$ cat src/rtl/rtc_lect_secuenciador.sv
// rtc_lect_secuenciador: turns read-window flags into an RTC address/data read burst of NREG registers.
// Optional BCD_CHECK_EN flags non-BCD captured bytes in err.  Revision: 1.0
`default_nettype none

module rtc_lect_secuenciador #(
  parameter int         NREG      = 3,
  parameter logic [7:0] ADDR0     = 8'h21,
  parameter logic [7:0] ADDR_STEP = 8'h01,
  parameter int         TIMEOUT   = 63
) (
  input  logic              clkL,
  input  logic              resetL,
  input  logic              startL,
  input  logic              bandL,
  input  logic [7:0]        ad_in,
  output logic              en_band,
  output logic              cs_n,
  output logic              rd_n,
  output logic              wr_n,
  output logic              a_d,
  output logic [7:0]        ad_out,
  output logic              ad_oe,
  output logic [8*NREG-1:0] datos,
  output logic              valid,
  output logic              busy,
  output logic              err
);

  localparam int IW = (NREG > 1) ? $clog2(NREG) : 1;
  localparam int TW = $clog2(TIMEOUT + 1);

  typedef enum logic [2:0] {
    IDLE      = 3'd0,
    ADDR_WAIT = 3'd1,
    ADDR      = 3'd2,
    DATA_WAIT = 3'd3,
    DATA      = 3'd4,
    DONE      = 3'd5
  } state_t;

  state_t            state, state_n;
  logic [IW-1:0]     idx, idx_n;
  logic [TW-1:0]     cnt, cnt_n;
  logic              band_q;
  logic              en_band_n, cs_n_n, rd_n_n, wr_n_n, a_d_n, ad_oe_n;
  logic              valid_n, busy_n, err_n;
  logic [7:0]        ad_out_n;
  logic [8*NREG-1:0] datos_n;
  logic [7:0]        idx_ext;
  logic              rise, fall, expired, abort;

  assign rise    = bandL & ~band_q;
  assign fall    = ~bandL & band_q;
  assign expired = (cnt == TW'(TIMEOUT));
  assign idx_ext = 8'(idx);

  always_comb begin
    state_n   = state;
    idx_n     = idx;
    en_band_n = en_band;
    cs_n_n    = cs_n;
    rd_n_n    = rd_n;
    wr_n_n    = wr_n;
    a_d_n     = a_d;
    ad_out_n  = ad_out;
    ad_oe_n   = ad_oe;
    datos_n   = datos;
    valid_n   = 1'b0;
    err_n     = err;
    abort     = 1'b0;
    case (state)
      IDLE: begin
        if (startL) begin
          state_n   = ADDR_WAIT;
          idx_n     = '0;
          en_band_n = 1'b1;
          err_n     = 1'b0;
        end
      end
      ADDR_WAIT: begin
        if (rise) begin
          state_n  = ADDR;
          cs_n_n   = 1'b0;
          wr_n_n   = 1'b0;
          a_d_n    = 1'b0;
          ad_oe_n  = 1'b1;
          ad_out_n = ADDR0 + idx_ext * ADDR_STEP;
        end else begin
          abort = expired;
        end
      end
      ADDR: begin
        if (fall) begin
          state_n = DATA_WAIT;
          cs_n_n  = 1'b1;
          wr_n_n  = 1'b1;
          ad_oe_n = 1'b0;
        end else begin
          abort = expired;
        end
      end
      DATA_WAIT: begin
        if (rise) begin
          state_n = DATA;
          cs_n_n  = 1'b0;
          rd_n_n  = 1'b0;
          a_d_n   = 1'b1;
          ad_oe_n = 1'b0;
        end else begin
          abort = expired;
        end
      end
      DATA: begin
        if (fall) begin
          cs_n_n = 1'b1;
          rd_n_n = 1'b1;
          for (int i = 0; i < NREG; i++) begin
            if (idx == IW'(i)) datos_n[8*i +: 8] = ad_in;
          end
`ifdef BCD_CHECK_EN
          if ((ad_in[7:4] > 4'd9) || (ad_in[3:0] > 4'd9)) err_n = 1'b1;
`endif
          if (idx == IW'(NREG - 1)) begin
            state_n   = DONE;
            valid_n   = 1'b1;
            en_band_n = 1'b0;
          end else begin
            state_n = ADDR_WAIT;
            idx_n   = idx + 1'b1;
          end
        end else begin
          abort = expired;
        end
      end
      DONE:    state_n = IDLE;
      default: state_n = IDLE;
    endcase
    // A band edge in the same cycle as expiry takes the normal path above.
    if (abort) begin
      state_n   = IDLE;
      err_n     = 1'b1;
      en_band_n = 1'b0;
      cs_n_n    = 1'b1;
      rd_n_n    = 1'b1;
      wr_n_n    = 1'b1;
      ad_oe_n   = 1'b0;
    end
    if (state_n != state) cnt_n = '0;
    else if (!expired)    cnt_n = cnt + 1'b1;
    else                  cnt_n = cnt;
    busy_n = (state_n != IDLE);
  end

  always_ff @(posedge clkL or negedge resetL) begin
    if (!resetL) begin
      state   <= IDLE;
      idx     <= '0;
      cnt     <= '0;
      band_q  <= 1'b0;
      en_band <= 1'b0;
      cs_n    <= 1'b1;
      rd_n    <= 1'b1;
      wr_n    <= 1'b1;
      a_d     <= 1'b0;
      ad_out  <= 8'h00;
      ad_oe   <= 1'b0;
      datos   <= '0;
      valid   <= 1'b0;
      busy    <= 1'b0;
      err     <= 1'b0;
    end else begin
      state   <= state_n;
      idx     <= idx_n;
      cnt     <= cnt_n;
      band_q  <= bandL;
      en_band <= en_band_n;
      cs_n    <= cs_n_n;
      rd_n    <= rd_n_n;
      wr_n    <= wr_n_n;
      a_d     <= a_d_n;
      ad_out  <= ad_out_n;
      ad_oe   <= ad_oe_n;
      datos   <= datos_n;
      valid   <= valid_n;
      busy    <= busy_n;
      err     <= err_n;
    end
  end

endmodule

`default_nettype wire
$ cat config.mk
export PLATFORM = sky130hd
export DESIGN_NAME = rtc_lect_secuenciador
export DESIGN_NICKNAME = d
export VERILOG_FILES = /design/src/rtl/rtc_lect_secuenciador.sv
export SDC_FILE = /design/constraint.sdc
export NUM_CORES = 1
export LEC_CHECK = 0
export CAP_MARGIN = 5
export CELL_PAD_IN_SITES_DETAIL_PLACEMENT = 0
export CELL_PAD_IN_SITES_GLOBAL_PLACEMENT = 2
export CORE_AREA = 2 2 102 74
export DETAILED_ROUTE_END_ITERATION = 16
export DIE_AREA = 0 0 104 76
export GPL_TIMING_DRIVEN = 0
export PLACE_DENSITY = 0.89
export SLEW_MARGIN = 20
export SYNTH_ARGS = -nofsm -noshare
export SYNTH_HDL_FRONTEND = slang
export SYNTH_SLANG_ARGS = --single-unit
$ cat constraint.sdc
create_clock -name clkL -period 2.9 [get_ports clkL]
set_input_delay 0.58 -clock clkL [delete_from_list [all_inputs] [get_ports clkL]]
set_output_delay 0.58 -clock clkL [all_outputs]
set_load 0.1 [all_outputs]
==> impl_metrics.ini, run 1 <==
[setup_path]
crit_cells = 1
max_stage_delay_ns = 1.13
critPathArrivalTime_ns = 1.98
cp.required_ns = 2.32
cp-start-kind = flip-flop
endpoint_kind = primary output
crit_buf_inv = 1
path_delay_family = buffers and inverters
rrSetupSlack_ns = 0.79
rr_worst_depth = 8
path_class = reg2out
path_cells = clkdlybuf4s50_1
crit_slowest_cell = clkdlybuf4s50_1
cp_max_fo = 3

[power_and_ir_drop]
peakVddDrop_uv = 424
power.density_nw_per_um2 = 945
share_comb_of_total_power = 0.500
p_int_mw = 1.49
net-switching-power_mw = 1.38
swShare = 0.481
p_seq_frac = 0.319
clkPwrFrac = 0.180
leakage_nw = 1.38

[yosys]
yosysTopAreaCellShare = 0.503
synth_edf_count = 0
synth-main-ff-cell = dfrtp_1
ys_async_sr_fraction = 1.00
synth.area.top_cells = dfrtp_1 (50%), mux2_2 (12%), nand2_1 (3.8%)
yosysUniqueCellTypes = 43
yosys_warnings = 0
yosysTopAreaCell = dfrtp_1
synth-seq-cells = 49
syn_area_sq_um = 2290
syn_avg_cell_area_sq_um = 11.4
syn_inst = 201
ys_seq_area_frac = 0.538

[route]
vias = 1665
drt-wirelength-per-cell_microns = 14.3
avgViaCountPerCell = 4.64
drc = 0
routed_wl_mm = 5.12
ant_nets = 0
first_pass_iters = 4
drt_iter0_drc = 92

[floorplan]
rows = 26
core_area_sq_um = 7030
die_x_microns = 104
die_y_microns = 76
io_pins = 53
dieArea_sq_um = 7900
initial_core_util = 0.325

[clocking]
cts_resized = 0
clockRootBuffer = clkbuf_8
hold_buffers = 0
cts.sinks = 49
clockBufferDepth = 2
cts_buffers = 5
post_cts_buffers = 0
cts_tree = done
clkTransAtPathRegs_ns = 0.09
insertion_delay_ns = 0.30
ctsHtreeMaxLevel = 2

[global_routing]
antenna_found_initial = 0
grt_overflow = 0
grt_pass1_vias = 1650
grt_pass1_wl_mm = 8.69
grt_max_degree = 30
grt_use_total = 0.139

[job]
maxCapViolations = 0

[timing]
whs_ns = 0.226
report.final.slew_viol_count = 0
clock_skew_ns = 0.00420
period_share = 0.884
period_minus_slack_ns = 2.56
grt_setup_unrepaired = no
hold_viol_final = 0
fmax_mhz = 390
setup-violations-final = 0
slew_headroom = 0.339
tightestPinTransition_ns = 0.988

[final_layout]
layout.nets = 277
final_cell_mix = clkdlybuf4s50_1 (47), dfrtp_1 (46), mux2_2 (24), nand2_1 (23), a21oi_1 (10)
antenna_cells = 0
final_area_sq_um = 3040
syn_to_final_growth_pct = 32.8
layout-drive-gt1-share = 0.207
final_common_cell = clkdlybuf4s50_1
fin_cells = 359

[placed_design]
postPlaceCellArea_sq_um = 2920
hpwl_mm = 3.82
gp_congestion = 0.755
io_buffers = 48
dp_cells = 351

[status]
status = finished clean

[min_path]
min_path_type = in2async
through the flow:
| step | setup WS (ns) | util | power [mW] | setup TNS (ns) |
|---|---|---|---|---|
| after floorplan | 0.985 | - | 2.03 | 0 |
| after global placement | -0.191 | 0.413 | 2.36 | -8.62 |
| after detailed placement | 0.164 | 0.415 | 2.37 | 0 |
| after CTS | 0.323 | 0.432 | 2.89 | 0 |
| after global routing | 0.292 | 0.432 | 3.01 | 0 |
| final | 0.337 | 0.432 | 2.87 | 0 |
layout make-up:
| type | instances | area [sq um] |
|---|---|---|
| Multi-Input combinational cell | 135 | 958 |
| Sequential cell | 49 | 1230 |
| Tap cell | 98 | 123 |
| Buffer | 11 | 76.3 |
| Fill cell | 682 | 3990 |
| Clock inverter | 2 | 37.5 |
| Inverter | 9 | 33.8 |
| Clock buffer | 6 | 82.6 |
| Timing Repair Buffer | 49 | 495 |
cell families (layout without fill, tap and decap cells):
family / Yosys count / in the layout / synth area share
multiplexers: 28 / 28 / 0.137
buffers and inverters: 20 / 77 / 0.0481
AND/OR/NAND/NOR: 61 / 61 / 0.137
flip-flops: 49 / 49 / 0.538
adder cells (fa/ha/maj): 5 / 5 / 0.0274
AO/OA/AOI/OAI: 35 / 35 / 0.103
XOR/XNOR: 2 / 2 / 0.00766
other: 1 / 4 / 0.00164
cell usage after synthesis, types with 4 or more instances:
library cell / count
dfrtp_1: 46
buf_4: 4
nand3_1: 7
mux2_2: 24
a21oi_1: 10
nor3_1: 9
inv_1: 9
ha_1: 5
buf_2: 4
nand2_1: 23
nor2_1: 6
a31oi_1: 4
o21ai_0: 8
power groups by stage:
stage               combinational, mW  sequential (mW)  clock [mW]
CTS                              1.45            0.917       0.531
finish                           1.44            0.916       0.518
detailed placement               1.44            0.930           0
floorplan                       0.409             1.62           0
global placement                 1.44            0.927           0
global route                     1.52            0.939       0.558
worst paths after layout:
check | start | to
setup reg to reg | cnt[0] | cnt[1]
hold reg to reg | ad_out[5] | ad_out[5]
min in group clkL | ad_out[5] | ad_out[5]
max in group asynchronous | resetL | wr_n
hold / removal | resetL | datos[15]
setup / recovery | wr_n | wr_n
flip-flops by register name, summed over array words and instances (netlist names):
register / count
wr_n: 1
cnt: 6
rd_n: 1
err: 1
ad_out: 4
ad_oe: 1
a_d: 1
busy: 1
valid: 1
band_q: 1
en_band: 1
state: 3
datos: 24
idx: 2
cs_n: 1
metal layers:
metal / vias to the layer above / wire length, microns / GRT usage
met5: - / 0 / 0
met4: 0 / 57 / 0.0432
li1: 812 / - / -
met2: 46 / 2070 / 0.190
met3: 7 / 301 / 0.0308
met1: 800 / 2690 / 0.215
(Power assumes the default switching activity.)
==> run 2, diff against run 1 <==
CORE_AREA = 2 2 112 81   (was 2 2 102 74)
DIE_AREA = 0 0 114 83   (was 0 0 104 76)
GPL_TIMING_DRIVEN = unset   (was 0)
PLACE_DENSITY = 0.77   (was 0.89)
==> run 2 against run 1 <==
  * Cell area down 4.4%
  * Final cell count down 0.56%
  * Sequential cell count unchanged
  * Highest routed layer unchanged
==> impl_metrics.ini, run 2 (synthesis results as in run 1) <==
[timing]
finalSetupTns_ns = 0
hold_viol_final = 0
fmax_mhz = 451
period_minus_slack_ns = 2.22
period_share = 0.765
clock_skew_ns = 0.00462
grt_setup_unrepaired = no
report.final.slew_viol_count = 0
setup-violations-final = 0

[power_and_ir_drop]
swShare = 0.487
p_seq_frac = 0.339
leakage_nw = 1.39
net-switching-power_mw = 1.40
clkPwrFrac = 0.196
p_int_mw = 1.48
share_comb_of_total_power = 0.465
power.density_nw_per_um2 = 993
peakVddDrop_uv = 532

[route]
first_pass_iters = 4
avgViaCountPerCell = 4.62
ant_nets = 0
drt_iter0_drc = 73
drc = 0
routed_wl_mm = 5.25
drt-wirelength-per-cell_microns = 14.7
vias = 1648

[clocking]
post_cts_buffers = 0
clkTransAtPathRegs_ns = 0.06
cts_buffers = 5
clockRootBuffer = clkbuf_16
cts_tree = done
insertion_delay_ns = 0.28
cts.sinks = 49
hold_buffers = 0
clockBufferDepth = 2
ctsHtreeMaxLevel = 2
cts_resized = 0

[placed_design]
hpwl_mm = 3.92
postPlaceCellArea_sq_um = 2760
gp_congestion = 0.757
io_buffers = 48

[setup_path]
cp_max_fo = 10
cp.required_ns = 3.07
endpoint_kind = flip-flop
crit_buf_inv = 1
crit_cells = 5
critPathArrivalTime_ns = 2.38
cp-start-kind = primary input
path_class = in2reg
path_cells = clkdlybuf4s50_1, nand3b_1, nor3_1, nand2_1, mux2_2
crit_slowest_cell = clkdlybuf4s50_1
max_stage_delay_ns = 0.46
rr_worst_depth = 4
path_delay_family = simple AND/OR/NAND/NOR gates

[global_routing]
grt_max_degree = 36
grt_use_total = 0.117
antenna_found_initial = 0
grt_pass1_wl_mm = 8.78
grt_overflow = 0
grt_pass1_vias = 1663

[floorplan]
rows = 28
dieArea_sq_um = 9460
die_x_microns = 114
initial_core_util = 0.274
die_y_microns = 83
io_pins = 53
core_area_sq_um = 8340

[final_layout]
regMostFlops = datos
final_area_sq_um = 2900
final_cell_mix = dfrtp_1 (46), buf_4 (40), mux2_2 (24), nand2_1 (23)
layout.nets = 268
reg.largest.list = datos: 24 flops, cnt: 6 flops, ad_out: 4 flops
syn_to_final_growth_pct = 26.9
antenna_cells = 0
largest_reg_flops = 24
final_common_cell = dfrtp_1
fillerInstances = 869
layout-drive-gt1-share = 0.325

[min_path]
min_path_type = in2async

[job]
maxCapViolations = 0

[status]
status = finished clean
[run 2: path summary, 6_finish.rpt]
path	from	endpoint	slack, ns
min in group clkL	err	err	0.48
hold / removal	resetL	cnt[4]	0.19
max in group asynchronous	resetL	rd_n	1.92
setup reg to reg	state[2]	datos[22]	0.85
hold reg to reg	err	err	0.48
setup / recovery	bandL	datos[22]	0.68
[run 2: metrics by stage]
stage                     std cells  utilization  setup slack [ns]  total power [mW]  hold WS [ns]
after floorplan                 204            -             0.985              2.03         0.284
after global placement          349        0.331             0.351              2.33         0.462
after detailed placement        349        0.331             0.389              2.33         0.460
after CTS                       357        0.348             0.675              2.90         0.204
after global routing            357        0.348             0.466              3.03         0.222
final                           357        0.348             0.682              2.88         0.194
[run 2: area by class of cell]
class	instances	area, sq um	area share
inverters	9	33.8	0.0116
clock inverters	2	15.0	0.00517
clock buffers	6	129	0.0444
well taps	105	131	0.0453
flip-flops and latches	49	1230	0.424
repair buffers	51	405	0.140
multi-input cells	135	958	0.330
[run 2: power groups by stage]
stage,clock (mW),sequential [mW],combinational [mW]
2_1_floorplan,0,1.62,0.409
3_3_place_gp,0,0.990,1.34
3_5_place_dp,0,0.988,1.34
4_1_cts,0.579,0.977,1.35
5_1_grt,0.608,1.00,1.42
6_report,0.566,0.976,1.34
[run 2: routing by layer]
| layer | routed length (microns) | share of wire | vias up | track usage |
|---|---|---|---|---|
| met5 | 0 | 0 | - | 0 |
| met4 | 41 | 0.0078 | 0 | 0.0344 |
| met3 | 334 | 0.064 | 2 | 0.0248 |
| met2 | 2210 | 0.42 | 43 | 0.161 |
| met1 | 2660 | 0.51 | 808 | 0.182 |
| li1 | - | - | 795 | - |
==> run 3, diff against run 2 <==
PLACE_DENSITY = 0.79   (was 0.77)
clock period = 1.83 ns   (was 2.9 ns; I/O delays follow)
==> run 3 against run 2 <==
  * Critical endpoint is now cnt[1]
  * Critical path type is now reg2reg
  * Sequential cell count did not move
  * Global-route usage rose by 0.64 points
  * Die area did not move
  * Via count rose by 3.2%
  * Largest power group unchanged
  * Cell area rose by 24%
  * Utilization rose by 8.2 points
  * The run now ends with hold timing left
  * Non-clock buffer count rose by 19
==> impl_metrics.ini, run 3 (synthesis results as in run 1) <==
[floorplan]
rows = 28
io_pins = 53
dieArea_sq_um = 9460
die_y_microns = 83
die_x_microns = 114
initial_core_util = 0.274
core_area_sq_um = 8340

[global_routing]
grt_overflow = 0
grt_pass1_vias = 1693
grt_use_total = 0.124
grt_max_degree = 21
grt-busiest-layer = met1
antenna_found_initial = 0
met1_usage = 0.204
gr-usage-met3 = 0.0212
grt_pass1_wl_mm = 9.27
met2_usage = 0.163

[clocking]
cts_tree = done
clockBufferDepth = 2
cts.sinks = 49
clkTransAtPathRegs_ns = 0.07
clockRootBuffer = clkbuf_16
cts_buffers = 5
insertion_delay_ns = 0.28
ctsHtreeMaxLevel = 2

[setup_path]
rrSetupSlack_ns = 0.1
crit_buf_inv = 1
max_stage_delay_ns = 0.41
r2r-start = state[0]
reg2reg_to = cnt[1]
critPathArrivalTime_ns = 1.93
crit_cells = 6
path_cells = buf_4, a21oi_1, nor3_1, a211o_1, o32a_4, nor4b_2
endpoint_kind = flip-flop
crit_end = cnt[1]
startpoint = state[0]
cp.required_ns = 2.03
cp-start-kind = flip-flop
path_delay_family = compound AO/OA/AOI/OAI gates
crit_slowest_cell = dfrtp_1
cp_max_fo = 12
rr_worst_depth = 6
path_class = reg2reg

[power_and_ir_drop]
p_total_mw = 5.38
leakage_nw = 1.65
peakVddDrop_uv = 681
power.density_nw_per_um2 = 1500

[timing]
grt_setup_unrepaired = no
whs_ns = -0.00140
period_minus_slack_ns = 1.73
setup-violations-final = 0
hold_viol_final = 2
fin_ws_ns = 0.0962
clock_skew_ns = 0.00347
fmax_mhz = 577
report.final.slew_viol_count = 0
period_share = 0.947

[min_path]
min_path_type = in2async

[status]
failed_checks = hold timing
status = complete, but fails checks

[final_layout]
layout-drive-gt1-share = 0.402
layout.nets = 287
fillerInstances = 773
regMostFlops = datos
reg.largest.list = datos: 24 flops, cnt: 6 flops, ad_out: 4 flops
antenna_cells = 0
largest_reg_flops = 24
regArea_sq_um = 1230
syn_to_final_growth_pct = 56.8
multi_input_area_sq_um = 991
final_common_cell = dfrtp_1
final_cell_mix = dfrtp_1 (44), buf_12 (38), mux2_2 (24), nand2_1 (23), buf_4 (21)

[placed_design]
hpwl_mm = 4.44
pre_cts_ws_ns = -0.275
gp_congestion = 0.782
io_buffers = 48

[route]
ant_nets = 0
routed_wl_mm = 5.69
avgViaCountPerCell = 4.52
drc = 0
drt-wirelength-per-cell_microns = 15.1
first_pass_iters = 4
vias = 1700
drt_iter0_drc = 120

[job]
maxCapViolations = 0
[run 3: final cells by class]
class	instances	area share
inverter	9	0.00942
multi-input combinational	135	0.276
sequential	49	0.344
clock buffer	7	0.0398
tap	105	0.0366
timing repair buffer	70	0.286
clock inverter	1	0.00837
[run 3: stage by stage]
stage                util  cells  area, sq um  TNS [ns]
floorplan               -    204         2300         0
global placement    0.404    367         3370     -9.40
detailed placement  0.404    367         3370     -8.77
CTS                 0.425    375         3540         0
global route        0.430    376         3590         0
finish              0.430    376         3590         0
[run 3: power breakdown]
| group | switching [mW] | internal (mW) |
|---|---|---|
| Sequential | 0.262 | 1.32 |
| Combinational | 1.69 | 1.04 |
| Clock | 0.391 | 0.683 |
[run 3: layer usage]
metal | up-vias | wire, microns
li1 | 836 | -
met1 | 823 | 3030
met2 | 36 | 2420
met3 | 5 | 192
met4 | 0 | 47
met5 | - | 0
[run 3: how the worst min path moves through the flow]
stage,end,slack (ns),cells past startpoint
6_report,ad_oe,-0.001,1
5_1_grt,ad_oe,0.02,1
4_1_cts,ad_oe,0.01,1
3_5_place_dp,ad_oe,0.32,1
3_3_place_gp,ad_oe,0.32,1
2_1_floorplan,a_d,0.07,0
[run 3: worst reg2reg max path, cell delays in order (launching register included)]
cell and delay (ns):
dfrtp_1 0.41, buf_4 0.20, a21oi_1 0.13, nor3_1 0.07
a211o_1 0.32, o32a_4 0.26, nor4b_2 0.26
[run 3: timing repair]
item / 4_1_cts / 5_1_grt
setup buffers: 0 / 1
gates resized for setup: 0 / 9
hold buffers: 0 / 0
endpoints found under the setup margin: 0 / 35
hold endpoints to repair: 0 / 0
